**config.mk**
```make
export PLATFORM = sky130hd
export DESIGN_NAME = cla_add_sequencer
export DESIGN_NICKNAME = d
export VERILOG_FILES = /design/src/rtl/cla_add_sequencer.sv
export SDC_FILE = /design/constraint.sdc
export NUM_CORES = 1
export LEC_CHECK = 0
export BUFFER_PORTS_ARGS = -buffer_cell sky130_fd_sc_hd__buf_2
export CAP_MARGIN = 0
export CORE_AREA = 2 2 152 184
export DETAILED_ROUTE_END_ITERATION = 8
export DIE_AREA = 0 0 154 186
export GPL_ROUTABILITY_DRIVEN = 0
export GPL_TIMING_DRIVEN = 1
export PLACE_DENSITY = 0.54
export SETUP_SLACK_MARGIN = 0.4
export SYNTH_ARGS = -nofsm -noshare
export SYNTH_HDL_FRONTEND = slang
export SYNTH_SLANG_ARGS = --single-unit
```
**constraint.sdc**
```tcl
create_clock -name clk -period 4.8 [get_ports clk]
set_input_delay 0.96 -clock clk [delete_from_list [all_inputs] [get_ports clk]]
set_output_delay 0.96 -clock clk [all_outputs]
set_load 0.005 [all_outputs]
```
**src/rtl/cla_add_sequencer.sv**
```systemverilog
// Sequences one WIDTH-bit add/subtract through a single SLICE-bit two-level carry-lookahead
// slice, one slice per cycle, with valid/ready handshakes on the operand and result sides.
module cla_add_sequencer #(
   parameter int WIDTH = 64,
   parameter int SLICE = 16
) (
   input  logic             clk,
   input  logic             rst,
   input  logic             in_valid,
   output logic             in_ready,
   input  logic [WIDTH-1:0] in_a,
   input  logic [WIDTH-1:0] in_b,
   input  logic             in_sub,
   input  logic             in_cin,
   output logic             out_valid,
   input  logic             out_ready,
   output logic [WIDTH-1:0] out_sum,
   output logic             out_cout,
   output logic             out_ovf,
   output logic             out_zero,
   output logic             busy
);

   localparam int NSLICE = WIDTH / SLICE;
   localparam int NGRP   = SLICE / 4;
   localparam int KW     = (NSLICE > 1) ? $clog2(NSLICE) : 1;

   localparam logic [1:0] S_IDLE = 2'd0;
   localparam logic [1:0] S_RUN  = 2'd1;
   localparam logic [1:0] S_DONE = 2'd2;

   logic [1:0]       r_state;
   logic [KW-1:0]    r_k;
   logic [WIDTH-1:0] r_a;
   logic [WIDTH-1:0] r_b;
   logic             r_carry;
   logic [WIDTH-1:0] r_sum;
   logic             r_cout;
   logic             r_ovf;
   logic             r_zero;

   logic [SLICE-1:0] w_sa;
   logic [SLICE-1:0] w_sb;
   logic [SLICE-1:0] w_p;
   logic [SLICE-1:0] w_g;
   logic [SLICE-1:0] w_c;
   logic [NGRP-1:0]  w_gp;
   logic [NGRP-1:0]  w_gg;
   logic [NGRP:0]    w_cg;
   logic [SLICE-1:0] w_ssum;
   logic             w_scout;
   logic             w_cmsb;
   logic             w_last;
   logic [WIDTH-1:0] w_next_sum;

   assign w_sa   = r_a[int'(r_k) * SLICE +: SLICE];
   assign w_sb   = r_b[int'(r_k) * SLICE +: SLICE];
   assign w_last = (r_k == KW'(NSLICE - 1));

   // Group P/G first, then the second level gives each group's carry-in, then bit carries
   // inside each group, all in fully expanded sum-of-products form rather than a ripple.
   always_comb begin
      logic term;
      logic acc;
      w_p  = w_sa ^ w_sb;
      w_g  = w_sa & w_sb;
      w_gp = '0;
      w_gg = '0;
      w_cg = '0;
      w_c  = '0;
      for (int j = 0; j < NGRP; j++) begin
         w_gp[j] = &w_p[4*j +: 4];
         acc = 1'b0;
         for (int i = 0; i < 4; i++) begin
            term = w_g[4*j+i];
            for (int n = i + 1; n < 4; n++) term = term & w_p[4*j+n];
            acc = acc | term;
         end
         w_gg[j] = acc;
      end
      w_cg[0] = r_carry;
      for (int j = 0; j < NGRP; j++) begin
         acc = r_carry;
         for (int n = 0; n <= j; n++) acc = acc & w_gp[n];
         for (int m = 0; m <= j; m++) begin
            term = w_gg[m];
            for (int n = m + 1; n <= j; n++) term = term & w_gp[n];
            acc = acc | term;
         end
         w_cg[j+1] = acc;
      end
      for (int j = 0; j < NGRP; j++) begin
         for (int i = 0; i < 4; i++) begin
            acc = w_cg[j];
            for (int n = 0; n < i; n++) acc = acc & w_p[4*j+n];
            for (int m = 0; m < i; m++) begin
               term = w_g[4*j+m];
               for (int n = m + 1; n < i; n++) term = term & w_p[4*j+n];
               acc = acc | term;
            end
            w_c[4*j+i] = acc;
         end
      end
   end

   assign w_ssum  = w_p ^ w_c;
   assign w_scout = w_cg[NGRP];
   assign w_cmsb  = w_c[SLICE-1];

   always_comb begin
      w_next_sum = r_sum;
      w_next_sum[int'(r_k) * SLICE +: SLICE] = w_ssum;
   end

   // Flags are captured on the final slice edge so they stay frozen through DONE.
   always_ff @(posedge clk) begin
      if (rst) begin
         r_state <= S_IDLE;
         r_k     <= '0;
         r_a     <= '0;
         r_b     <= '0;
         r_carry <= 1'b0;
         r_sum   <= '0;
         r_cout  <= 1'b0;
         r_ovf   <= 1'b0;
         r_zero  <= 1'b0;
      end else begin
         case (r_state)
            S_IDLE: begin
               if (in_valid) begin
                  r_a     <= in_a;
                  r_b     <= in_sub ? ~in_b : in_b;
                  r_carry <= in_sub | in_cin;
                  r_k     <= '0;
                  r_state <= S_RUN;
               end
            end
            S_RUN: begin
               r_sum   <= w_next_sum;
               r_carry <= w_scout;
               r_k     <= w_last ? '0 : r_k + KW'(1);
               if (w_last) begin
                  r_cout  <= w_scout;
                  r_ovf   <= w_cmsb ^ w_scout;
                  r_zero  <= (w_next_sum == '0);
                  r_state <= S_DONE;
               end
            end
            S_DONE: begin
               if (out_ready) r_state <= S_IDLE;
            end
            default: r_state <= S_IDLE;
         endcase
      end
   end

   assign in_ready  = (r_state == S_IDLE);
   assign out_valid = (r_state == S_DONE);
   assign busy      = (r_state != S_IDLE);
   assign out_sum   = r_sum;
   assign out_cout  = r_cout;
   assign out_ovf   = r_ovf;
   assign out_zero  = r_zero;

endmodule

```
Yosys cells after proc, flatten, opt, wreduce, memory -nomap -nowiden:

Cells that the tools add are included.

* add/sub/neg operators: 2
* equal/unequal tests: 6
* shifts and indexed selects: 4
* mux-type cells: 11
* bitwise gates (word level): 98
* reduce and logical (&&, ||, !) cells: 12

Operators by type and width (count)
* 64-bit by 7-bit variable part select with 16-bit output: 2
* 64-bit bitwise mux: 1
* 64-bit zero test: 1
* 64-bit two-way mux: 1
* 64-bit inverter: 1
* 16-bit by 33-bit variable shift with 64-bit output (first input constant): 1
* 16-bit by 33-bit variable part select with 64-bit output: 1
* 1-bit bitwise OR: 47
* 1-bit AND: 46
* 6-bit negator with 33-bit output: 1
* 16-bit XOR: 2
* 16-bit AND: 1
* 4-bit AND reduction: 4
* 2-bit two-way mux: 5
* 2-bit one-hot mux with 3 select lines: 1
* 2-bit AND reduction: 3
* 2-bit equality test (second input constant): 2
* 2-bit != test (second input constant): 2
* 2-bit one-hot mux with 2 select lines: 1
* 2-bit nonzero test: 2
* 3-bit AND reduction: 1
* 2-bit by 1-bit adder with 2-bit output (second input constant): 1
* 2-bit by 1-bit equality test with 1-bit output (second input constant): 1
* 2-bit zero test: 1
* 4 further kinds: 4

* register bits after elaboration: 200
* bits of input ports: 134
* output and inout bits: 70
* word-level logic and storage cells: 142

Depth between registers and ports, before layout:

Gate-level depths: netlist (run 1).

* depth in word-level cells: 23
* mapped depth: 17
* depth with buffers taken out: 15

Least setup slack after synthesis (run 1):

Ideal clock, no wire load.

* path type: register to register
* start point: reg r_k[0]
* end point: reg r_zero (netlist: out_zero)
* data arrival time: 4.717 ns
* slack: 0.008 ns
* cell stages (with the launch flop): 18
* buffers on the path: 2
* clock period less this slack: 4.792 ns
* cell sequence: dfxtp_1 -> buf_2 -> buf_1 -> mux4_2 -> ha_1 -> a211oi_2 -> o21ai_1 -> a2111oi_2 -> o41ai_1 -> a21o_1 -> fa_1 -> xor2_1 -> a211oi_1 -> o221ai_1 -> nor4_1 -> and4_1 -> o2111ai_1 -> o21ai_0

* cells in the longest elaborated chain, start to end: 23
* elaborated cells between the ends (all ways): 93
* classes of those cells: add/sub (1); eq/ne (1); shift (4); mux (1); bitwise (81); reduce/logical (5)

Ends and longest elaborated chain
* start, declared: RTL line 33 `logic [KW-1:0] r_k;`
* start signal, assigned: RTL line 141 `r_k <= w_last ? '0 : r_k + KW'(1);`
* 64-bit by 7-bit variable part select with 16-bit output (on tied branches): RTL line 56, 57
* 16-bit AND or 16-bit XOR (tied branches): RTL line 66, 65
* 1-bit AND (2 in series): RTL line 76, 98
* 1-bit AND: RTL line 76 `for (int n = i + 1; n < 4; n++) term = term & w_p[4*j+n];`
* 1-bit bitwise OR (3 in series): RTL line 77 `acc = acc | term;`
* 1-bit AND (2 in series): RTL line 87 `for (int n = m + 1; n <= j; n++) term = term & w_gp[n];`
* 1-bit bitwise OR (3 in series): RTL line 88 `acc = acc | term;`
* 1-bit AND (3 in series): RTL line 95 `for (int n = 0; n < i; n++) acc = acc & w_p[4*j+n];`
* 1-bit bitwise OR (3 in series): RTL line 99 `acc = acc | term;`
* 16-bit XOR: RTL line 106 `assign w_ssum = w_p ^ w_c;`
* 16-bit by 33-bit variable part select with 64-bit output: RTL line 112 `w_next_sum[int'(r_k) * SLICE +: SLICE] = w_ssum;`
* 64-bit bitwise mux: RTL line 112
* 64-bit zero test: RTL line 145 `r_zero <= (w_next_sum == '0);`
* end signal, assigned: RTL line 145
* end, declared: RTL line 40 `logic r_zero;`

Parallel ways exist; a longest one is shown, timed or not.
A chain may end at the register's enable or synchronous reset.

Worst setup path after layout (run 1):

Same ends and word-level chain as after synthesis.

==> metrics, run 1 <==
outcome=finished, final reports clean; area share of the largest cell type after synthesis=43.3%; Leak=4.57 nW; Ys Warns=0; die area=28600 um^2; Setup Skew=0.0198 ns; cell area after synthesis=9250 um^2; number of antenna diodes=0; slowest stage delay, CP=0.56 ns; Starting Density=34.5%; Unique masters post-synth=55; Avg Cell Area, Syn=9.04 um^2; Yosys top cell by area=dfxtp_1; sequential area share after synthesis=43.3%; row count=66; Reg2Reg Setup Slack=0.57 ns; fillcell total=2681; Max-Cap Viols=0; Skew-Pair Late Insertion Delay=0.44 ns; Util after Layout=42.3%; Final period util=88.2%; CP bufs+invs=1; slowest CP cell=mux4_2; Hold Crit Class=flip-flop to flip-flop; PwrDens=359 nW/um^2; crit end category=flip-flop; CP Launch Point=r_k[0]; vias=8130; CTS root buf=clkbuf_16; initial antenna violation count=0; DP HPWL=21300 um; FFs w/ async S/R, synth=0%; nets@finish=1354; fin cells=1543; Post-synth EDFFs=0; largest net degree at the start of global routing=194; CTS Buffer Depth=2; worst path cell trace=mux4_2, ha_1, a211oi_2, o21ai_2, a2111oi_4, o41ai_2, a21o_1, fa_1, xor2_1, buf_4, o31a_1, nor3_1, and4_1, o2111ai_1, o21ai_1; first-pass iteration count of the detailed router=5; drt drc=0; Die W=154 um; # H-tree levels=4; layout cells sized above 1=26.1%; Mapped Cells=1023; setup TNS=0 ns; Cells after DPL=1505; Initial DRC Count=550; Worst Reg-to-Reg Cells=15; final worst path period need=4.23 ns; total CTS buffers=17; Routed WL per cell=18.7 um; syn nets=1187; area grow syn2layout=22.7%; routed wire length=28900 um; peak supply drop=0.000219 V; vias in the first global route=7659; WP depth=15; ranking of synthesized cells by area=dfxtp_1 43%, mux4_2 7.8%, nor2_1 6.2%, xnor2_1 6.2%, nand2_1 5.7%; Rel. slew slack=27.3%; Worst Tran Pin Value=1.09 ns; GRT Total Usage=20.0%; Core ar.=26800 um^2; # setup viols final=0; clock transition at the registers of the reported paths=0.08 ns; pins over their slew limit=0; CTS tree=yes; Worst EP arrival=4.60 ns; height of the die=186 um; first-pass GRT wire length=43600 um; DR vias/cell=5.27; Critical Path End=out_zero; Synth Flop Type=dfxtp_1; Data required, critical path=5.17 ns; most numerous cell in the Yosys netlist=dfxtp_1; critical setup path kind=flip-flop to flip-flop; r2r endpoint=out_zero; CTS sink cnt=200; I/O pin cnt=204; CTS Hold Bufs=0; final hold violation count=0; multi-input logic area=5040 um^2; CP delay by family, top=compound AO/OA/AOI/OAI gates; Fmax achieved=236 MHz; reg2reg start=r_k[0]; Reg area=4010 um^2; #FFs+latches synth=200; RSZ-0062 raised after global routing=no; Post-synth top cells=200 x dfxtp_1, 153 x nor2_1, 140 x nand2_1, 74 x a21oi_1, 68 x a211oi_1; startpoint types=flip-flop; CP max FO=8; port bufs=203; GRT overflow=0; antenna-violating nets left=0
==> sequential cells by signal (all words and copies together) (netlist names) <==
register / flops
r_k: 2
out_ovf: 1
out_zero: 1
r_b: 64
out_cout: 1
out_sum: 64
r_state: 2
r_carry: 1
r_a: 64
==> worst reg2reg max path, cell delays in order, from the launching register on <==
cell,delay (ns)
dfxtp_4,0.44
mux4_2,0.57
ha_1,0.34
a211oi_2,0.29
o21ai_2,0.11
a2111oi_4,0.36
o41ai_2,0.14
a21o_1,0.21
fa_1,0.44
xor2_1,0.17
buf_4,0.17
o31a_1,0.27
nor3_1,0.19
and4_1,0.22
o2111ai_1,0.12
o21ai_1,0.12
==> power breakdown <==
part / internal, mW / switching, mW / leakage [nW] / total (mW)
registers: 1.75 / 0.0693 / 1.64 / 1.82
clock network: 0.765 / 0.722 / 0.295 / 1.49
logic: 0.319 / 0.453 / 2.64 / 0.772
==> kinds of logic (layout without fill, tap and decap cells) <==
logic type	after synthesis	after routing	share of synthesized area, %
buffers and inverters	86	266	3.53
XOR/XNOR	72	72	6.82
AO/OA/AOI/OAI	253	253	18.4
adder cells (fa/ha/maj)	30	30	4.38
multiplexers	32	32	7.79
AND/OR/NAND/NOR	350	350	15.8
flip-flops	200	200	43.3
==> through the flow <==
step | setup slack (ns) | instance area (um^2) | hold WS (ns) | power [mW]
3_3_place_gp | 0.297 | 10600 | 0.443 | 2.59
3_5_place_dp | 0.248 | 10600 | 0.446 | 2.60
6_report | 0.569 | 11400 | 0.458 | 4.08
4_1_cts | 0.434 | 11200 | 0.457 | 4.08
5_1_grt | 0.375 | 11400 | 0.473 | 4.26
2_1_floorplan | 0.400 | 9260 | 0.433 | 2.31
==> layout make-up <==
type | instances | share of cell area, %
clock buffer | 18 | 3.87
clock inverter | 14 | 1.58
inverter | 7 | 0.231
multi-input combinational | 737 | 44.4
sequential | 200 | 35.3
tap | 340 | 3.75
timing repair buffer | 227 | 10.9
==> layer usage <==
layer / part of all wire [%] / global-route usage [%] / vias up
met3: 5.5 / 3.73 / 53
met4: 3.6 / 9.01 / 0
met2: 49 / 33.0 / 279
li1: - / - / 3981
met1: 42 / 25.5 / 3817
met5: 0 / 0 / -
==> timing repair <==
item / 4_1_cts / 5_1_grt
setup buffers: 3 / 3
endpoints found under the setup margin: 1 / 1
gates resized for setup: 3 / 22
pin swaps: 0 / 7
endpoints found under the hold margin: 0 / 0
==> layout by cell type (no fill, tap or decap), types with 3 or more instances in the layout <==
cell type  synthesis  layout
fa_1               4       4
mux4_2            32      32
nor4_1            13      13
nor2_1           153     152
a22oi_1           65      65
a211oi_1          68      68
nand3_1            3       3
nand2_1          140     138
o21a_1             3       3
nand2b_1           4       4
o31ai_1            3       3
and2_1             6       5
buf_2              3     201
ha_1              26      20
o21ai_0           15      12
inv_6              0       3
buf_4              0      21
or3_1              3       3
inv_8              0       3
buf_6              0       3
clkbuf_16          0      17
nor3_1            15      13
a31oi_1            3       3
inv_1              7       7
a21oi_1           74      74
xnor2_1           65      65
xor2_1             7       7
ha_4               0       5
clkinv_8           0       4
dfxtp_1          200     198
==> worst min-delay path by stage <==
stage,start,endpoint,slack (ns),cells past startpoint
floorplan,r_a[32],r_a[32],0.43,2
global placement,r_a[57],r_a[57],0.44,2
detailed placement,r_a[63],r_a[63],0.45,2
CTS,r_a[63],r_a[63],0.46,2
global route,r_a[63],r_a[63],0.47,2
finish,r_a[48],r_a[48],0.46,2
Note: power is estimated with default switching activity, not from simulation.
==> inputs of run 2 (changes only) <==
Settings changed: BUFFER_PORTS_ARGS -buffer_cell sky130_fd_sc_hd__buf_2 to -buffer_cell sky130_fd_sc_hd__clkbuf_2.
==> run 2 against run 1 <==
Net effect: first-iteration DRC count decreased by 4.5%; clock power increased by 4%; routed wire length about the same; via count decreased by 0.54%; critical endpoint unchanged.
==> metrics, run 2 (synthesis gave the netlist of run 1 again) <==
outcome=finished, final reports clean; startpoint types=flip-flop; CTS Hold Bufs=0 (unchanged); multi-input logic area=5000 um^2 (-0.89%); Cells after DPL=1506 (+0.066%); slowest CP cell=mux4_2; CP max FO=8 (unchanged); Max-Cap Viols=0 (unchanged); Routed WL per cell=18.7 um (about the same); Setup Skew=0.0152 ns (-0.00464 ns); GRT overflow=0 (unchanged); layout cells sized above 1=25.6% (-0.54 points); slowest stage delay, CP=0.57 ns (about the same); fin cells=1541 (-0.13%); area grow syn2layout=22.3%; Core ar.=26800 um^2 (unchanged); Initial DRC Count=525 (-4.5%); Starting Density=34.5% (unchanged); Worst EP arrival=4.60 ns (about the same); drt drc=0 (unchanged); final setup margin=0.575 ns (+0.00639 ns); # setup viols final=0 (unchanged); die area=28600 um^2 (unchanged); vias in the first global route=7572 (-1.1%); Leak=4.55 nW (-0.62%); setup TNS=0 ns (unchanged); crit end category=flip-flop; Final period util=88.0% (-0.13 points); # H-tree levels=4 (unchanged); Rel. slew slack=26.8% (-0.48 points); routed wire length=28900 um (about the same); DP HPWL=21300 um (about the same); Die W=154 um (unchanged); GRT Total Usage=19.8% (-0.19 points); total CTS buffers=17 (unchanged); PwrDens=365 nW/um^2 (+1.6%); CP delay by family, top=compound AO/OA/AOI/OAI gates; RSZ-0062 raised after global routing=no; worst path cell trace=mux4_2, ha_1, a211oi_2, o21ai_2, buf_4, a21o_2, fa_1, xor2_1, or3_1, o31a_1, nor3_1, and4_1, o2111ai_1, o21ai_0; Fmax achieved=237 MHz (+0.15%); clock transition at the registers of the reported paths=0.08 ns (about the same); height of the die=186 um (unchanged); number of antenna diodes=0 (unchanged); first-pass iteration count of the detailed router=5 (unchanged); Util after Layout=42.2% (-0.15 points); critical setup path kind=flip-flop to flip-flop; Tot Pwr=4.13 mW (+1.3%); peak supply drop=0.000203 V (-7.5%); CTS root buf=clkbuf_16; largest net degree at the start of global routing=194 (unchanged); most frequent cells in the layout=201 x clkbuf_2, 198 x dfxtp_1, 152 x nor2_1; Worst Tran Pin Value=1.09 ns (+0.00722 ns); CTS Buffer Depth=2 (unchanged); nets@finish=1352 (-0.15%); most common cell after layout, fill and taps aside=clkbuf_2; dpl ws=0.218 ns (-0.0298 ns); port bufs=203 (unchanged); Data required, critical path=5.17 ns (about the same); final worst path period need=4.22 ns (-0.00639 ns); initial antenna violation count=0 (unchanged); fillcell total=2686 (+0.19%); CTS tree=yes; antenna-violating nets left=0 (unchanged); Hold Crit Class=flip-flop to flip-flop; row count=66 (unchanged); I/O pin cnt=204 (unchanged); first-pass GRT wire length=43200 um (-0.89%); CP bufs+invs=1 (unchanged); vias=8086 (-0.54%); Reg area=4010 um^2 (unchanged); pins over their slew limit=0 (unchanged); final hold violation count=0 (unchanged); CTS sink cnt=200 (unchanged); DR vias/cell=5.25 (-0.41%); Skew-Pair Late Insertion Delay=0.45 ns (about the same)
## run 2: cell count changes in the layout (fill, tap and decap cells not counted), sizes merged
cell      before  now
bufinv         1    2
clkinvlp       2    1
clkbuf        18  219
buf          227   24
## run 2: worst reg2reg max path, cell delays in order, from the launching register on
cell and delay [ns]:
dfxtp_4 0.46, mux4_2 0.57, ha_1 0.35, a211oi_2 0.30, o21ai_2 0.12, buf_4 0.14
a21o_2 0.22, fa_1 0.37, xor2_1 0.28, or3_1 0.45, o31a_1 0.24, nor3_1 0.19
and4_1 0.22, o2111ai_1 0.11, o21ai_0 0.15
## run 2: repair_timing
item,4_1_cts,5_1_grt
setup buffers,2,1
pin swaps,0,5
gates resized for setup,2,16
endpoints found under the hold margin,0,0
setup endpoints to repair,1,1
## run 2: path summary, 6_finish.rpt
check / endpoint / depth (start not counted) / slack [ns] / from
worst max register to register: out_zero / 14 / 0.58 / r_k[0]
worst min register to register: r_a[48] / 2 / 0.46 / r_a[48]
worst max-delay path: out_zero / 14 / 0.58 / r_k[0]
worst min-delay path: r_a[48] / 2 / 0.46 / r_a[48]
## run 2: power breakdown
part / total, mW / internal [mW] / switching, mW
clock: 1.55 / 0.817 / 0.730
combinational: 0.763 / 0.314 / 0.448
sequential: 1.82 / 1.75 / 0.0707
## run 2: cell type report
type	count	area share (%)
inverter	7	0.232
clock buffer	18	3.88
sequential	200	35.5
clock inverter	14	1.78
multi-input combinational	737	44.2
tap	340	3.76
timing repair buffer	225	10.7
## run 2: per-stage QoR
stage / hold slack (ns) / area, um^2
2_1_floorplan: 0.433 / 9260
3_3_place_gp: 0.447 / 10600
3_5_place_dp: 0.447 / 10600
4_1_cts: 0.458 / 11200
5_1_grt: 0.473 / 11300
6_report: 0.458 / 11300
## run 2: per-layer routing
layer	track usage (%)	part of all wire, %
met4	5.64	1.2
met5	0	0
met3	2.54	4.2
met2	35.3	51
met1	25.1	44
==> inputs of run 3 (changes only) <==
Settings changed: PLACE_DENSITY 0.54 to unset, PLACE_DENSITY_LB_ADDON set to 0.25.
==> run 3 against run 2 <==
Net effect: sequential share of layout area up 0.33 points; cell area is 0.92% lower; critical path depth rose by 2; combinational power decreased by 0.7%; count of clock-buffer cells in the layout unchanged; clock power shrank 8%; register-to-register slack better by 0.097 ns; sequential power barely moved; setup slack better by 0.097 ns; global-route usage shrank 0.58 points; via count down 0.32%; clock skew is 0.0029 ns higher.
==> metrics, run 3 (synthesis gave the netlist of run 1 again) <==
# setup viols final=0 (unchanged); peak supply drop=0.000210 V (+3.5%); GRT Total Usage=19.2% (-0.58 points); register share of total power=45.5% (+1.4 points); worst path cell trace=buf_8, mux4_2, ha_1, nand2_1, nor3_4, a2111oi_4, o41ai_2, a21o_1, fa_2, xor2_1, buf_4, o31a_1, nor3_1, and4_1, o2111ai_1, o21ai_0; first-pass GRT wire length=42200 um (-2.3%); die area=28600 um^2 (unchanged); Data required, critical path=5.17 ns (about the same); row count=66 (unchanged); RSZ-0062 raised after global routing=no; final worst path period need=4.13 ns (-0.0967 ns); Combinational Power Share=19.0% (+0.5 points); Worst Tran Pin Value=1.09 ns (-0.00586 ns); total CTS buffers=17 (unchanged); crit end category=flip-flop; DR vias/cell=5.24 (-0.13%); Hold Crit Endpoint=r_a[59]; Max-Cap Viols=0 (unchanged); most common cell after layout, fill and taps aside=clkbuf_2; Starting Density=34.5% (unchanged); # H-tree levels=4 (unchanged); CTS sink cnt=200 (unchanged); vias=8060 (-0.32%); Final period util=86.0% (-2.0 points); largest net degree at the start of global routing=125 (-36%); startpoint types=flip-flop; height of the die=186 um (unchanged); I/O pin cnt=204 (unchanged); Worst EP arrival=4.50 ns (-0.10 ns); Initial DRC Count=560 (+6.7%); CP bufs+invs=2 (+1); CP delay by family, top=compound AO/OA/AOI/OAI gates; WHS Path Cells=2 (unchanged); CTS root buf=clkbuf_16; final hold violation count=0 (unchanged); setup TNS=0 ns (unchanged); DP HPWL=20800 um (-2.7%); Clk network pwr share=35.5% (-1.9 points); outcome=finished, final reports clean; GRT overflow=0 (unchanged); Routed WL per cell=18.0 um (-3.7%); most frequent cells in the layout=201 x clkbuf_2, 198 x dfxtp_1, 152 x nor2_1; pins over their slew limit=0 (unchanged); slowest CP cell=mux4_2; nets@finish=1350 (-0.15%); antenna-violating nets left=0 (unchanged); r2r endpoint=out_zero; Core ar.=26800 um^2 (unchanged); first-pass iteration count of the detailed router=8 (+3); slowest stage delay, CP=0.54 ns (-0.03 ns); reg2reg start=r_k[0]; layout cells sized above 1=25.1% (-0.44 points); vias in the first global route=7555 (-0.22%); Setup Skew=0.0181 ns (+0.00289 ns); clock transition at the registers of the reported paths=0.07 ns (about the same); fin cells=1538 (-0.19%); P_int=2.80 mW (-3.0%); Die W=154 um (unchanged); CTS Buffer Depth=2 (unchanged); hold_ws=0.453 ns (-0.00486 ns); Rel. slew slack=27.2% (+0.39 points); sw frac=29.9% (-0.29 points); Leak=4.52 nW (-0.69%); Reg2Reg Setup Slack=0.67 ns (+0.10 ns); number of antenna diodes=0 (unchanged); PwrDens=356 nW/um^2 (-2.5%); min-delay src=r_a[59]; CP max FO=9 (+1); port bufs=203 (unchanged); area grow syn2layout=21.1%; critical setup path kind=flip-flop to flip-flop; Cells after DPL=1505 (-0.066%); Skew-Pair Late Insertion Delay=0.44 ns (about the same); initial antenna violation count=0 (unchanged); Hold Crit Class=flip-flop to flip-flop; Fmax achieved=242 MHz (+2.3%); drt drc=0 (unchanged); switching pwr=1.19 mW (-4.3%); CTS tree=yes; Worst Reg-to-Reg Cells=16 (+2); routed wire length=27700 um (-3.9%)
## run 3: final cells by class
type	instances	area, um^2
flip-flops and latches	200	4010
clock inverters	13	138
inverters	7	26.3
clock buffers	18	429
repair buffers	223	1210
multi-input cells	737	4970
well taps	340	425
fillers	2693	15600
## run 3: power by group through the flow
stage          Combinational (mW)  Sequential [mW]  Clock, mW
3_3_place_gp                0.738             1.85          0
6_report                    0.758             1.82       1.42
4_1_cts                     0.748             1.82       1.45
3_5_place_dp                0.745             1.85          0
2_1_floorplan               0.482             1.83          0
5_1_grt                     0.829             1.83       1.52
## run 3: worst max-delay path by stage
stage | from | endpoint | slack [ns] | cells past startpoint
final | r_k[0] | out_zero | 0.67 | 16
after global routing | r_k[0] | out_zero | 0.41 | 16
after CTS | r_k[0] | out_zero | 0.41 | 16
after detailed placement | r_k[0] | out_zero | 0.25 | 16
after global placement | r_k[0] | out_zero | 0.37 | 16
after floorplan | r_k[1] | out_zero | 0.40 | 17
## run 3: per-stage QoR
step	util (%)	setup WS, ns	cell area [um^2]	power [mW]
6_report	41.8	0.672	11200	3.99
5_1_grt	41.8	0.414	11200	4.17
4_1_cts	41.5	0.407	11100	4.01
3_5_place_dp	39.3	0.254	10600	2.60
3_3_place_gp	39.3	0.370	10600	2.59
2_1_floorplan	-	0.400	9260	2.31
## run 3: worst register-to-register path, stage by stage (launching register included)
cell and delay [ns]:
dfxtp_4 0.44, buf_8 0.18, mux4_2 0.54, ha_1 0.38, nand2_1 0.14, nor3_4 0.07, a2111oi_4 0.40, o41ai_2 0.13
a21o_1 0.20, fa_2 0.34, xor2_1 0.18, buf_4 0.18, o31a_1 0.27, nor3_1 0.16, and4_1 0.22, o2111ai_1 0.11
o21ai_0 0.14
## run 3: metal layers
metal	track usage (%)	part of all wire (%)
met1	24.7	44
met2	32.6	49
met3	3.52	5.1
met4	6.62	2.3
met5	0	0
## run 3: timing repair
action | 4_1_cts | 5_1_grt
buffers inserted | 0 | 2
setup endpoints to repair | 1 | 1
hold buffers | 0 | 0
gates resized for setup | 4 | 13
pin swaps | 0 | 4
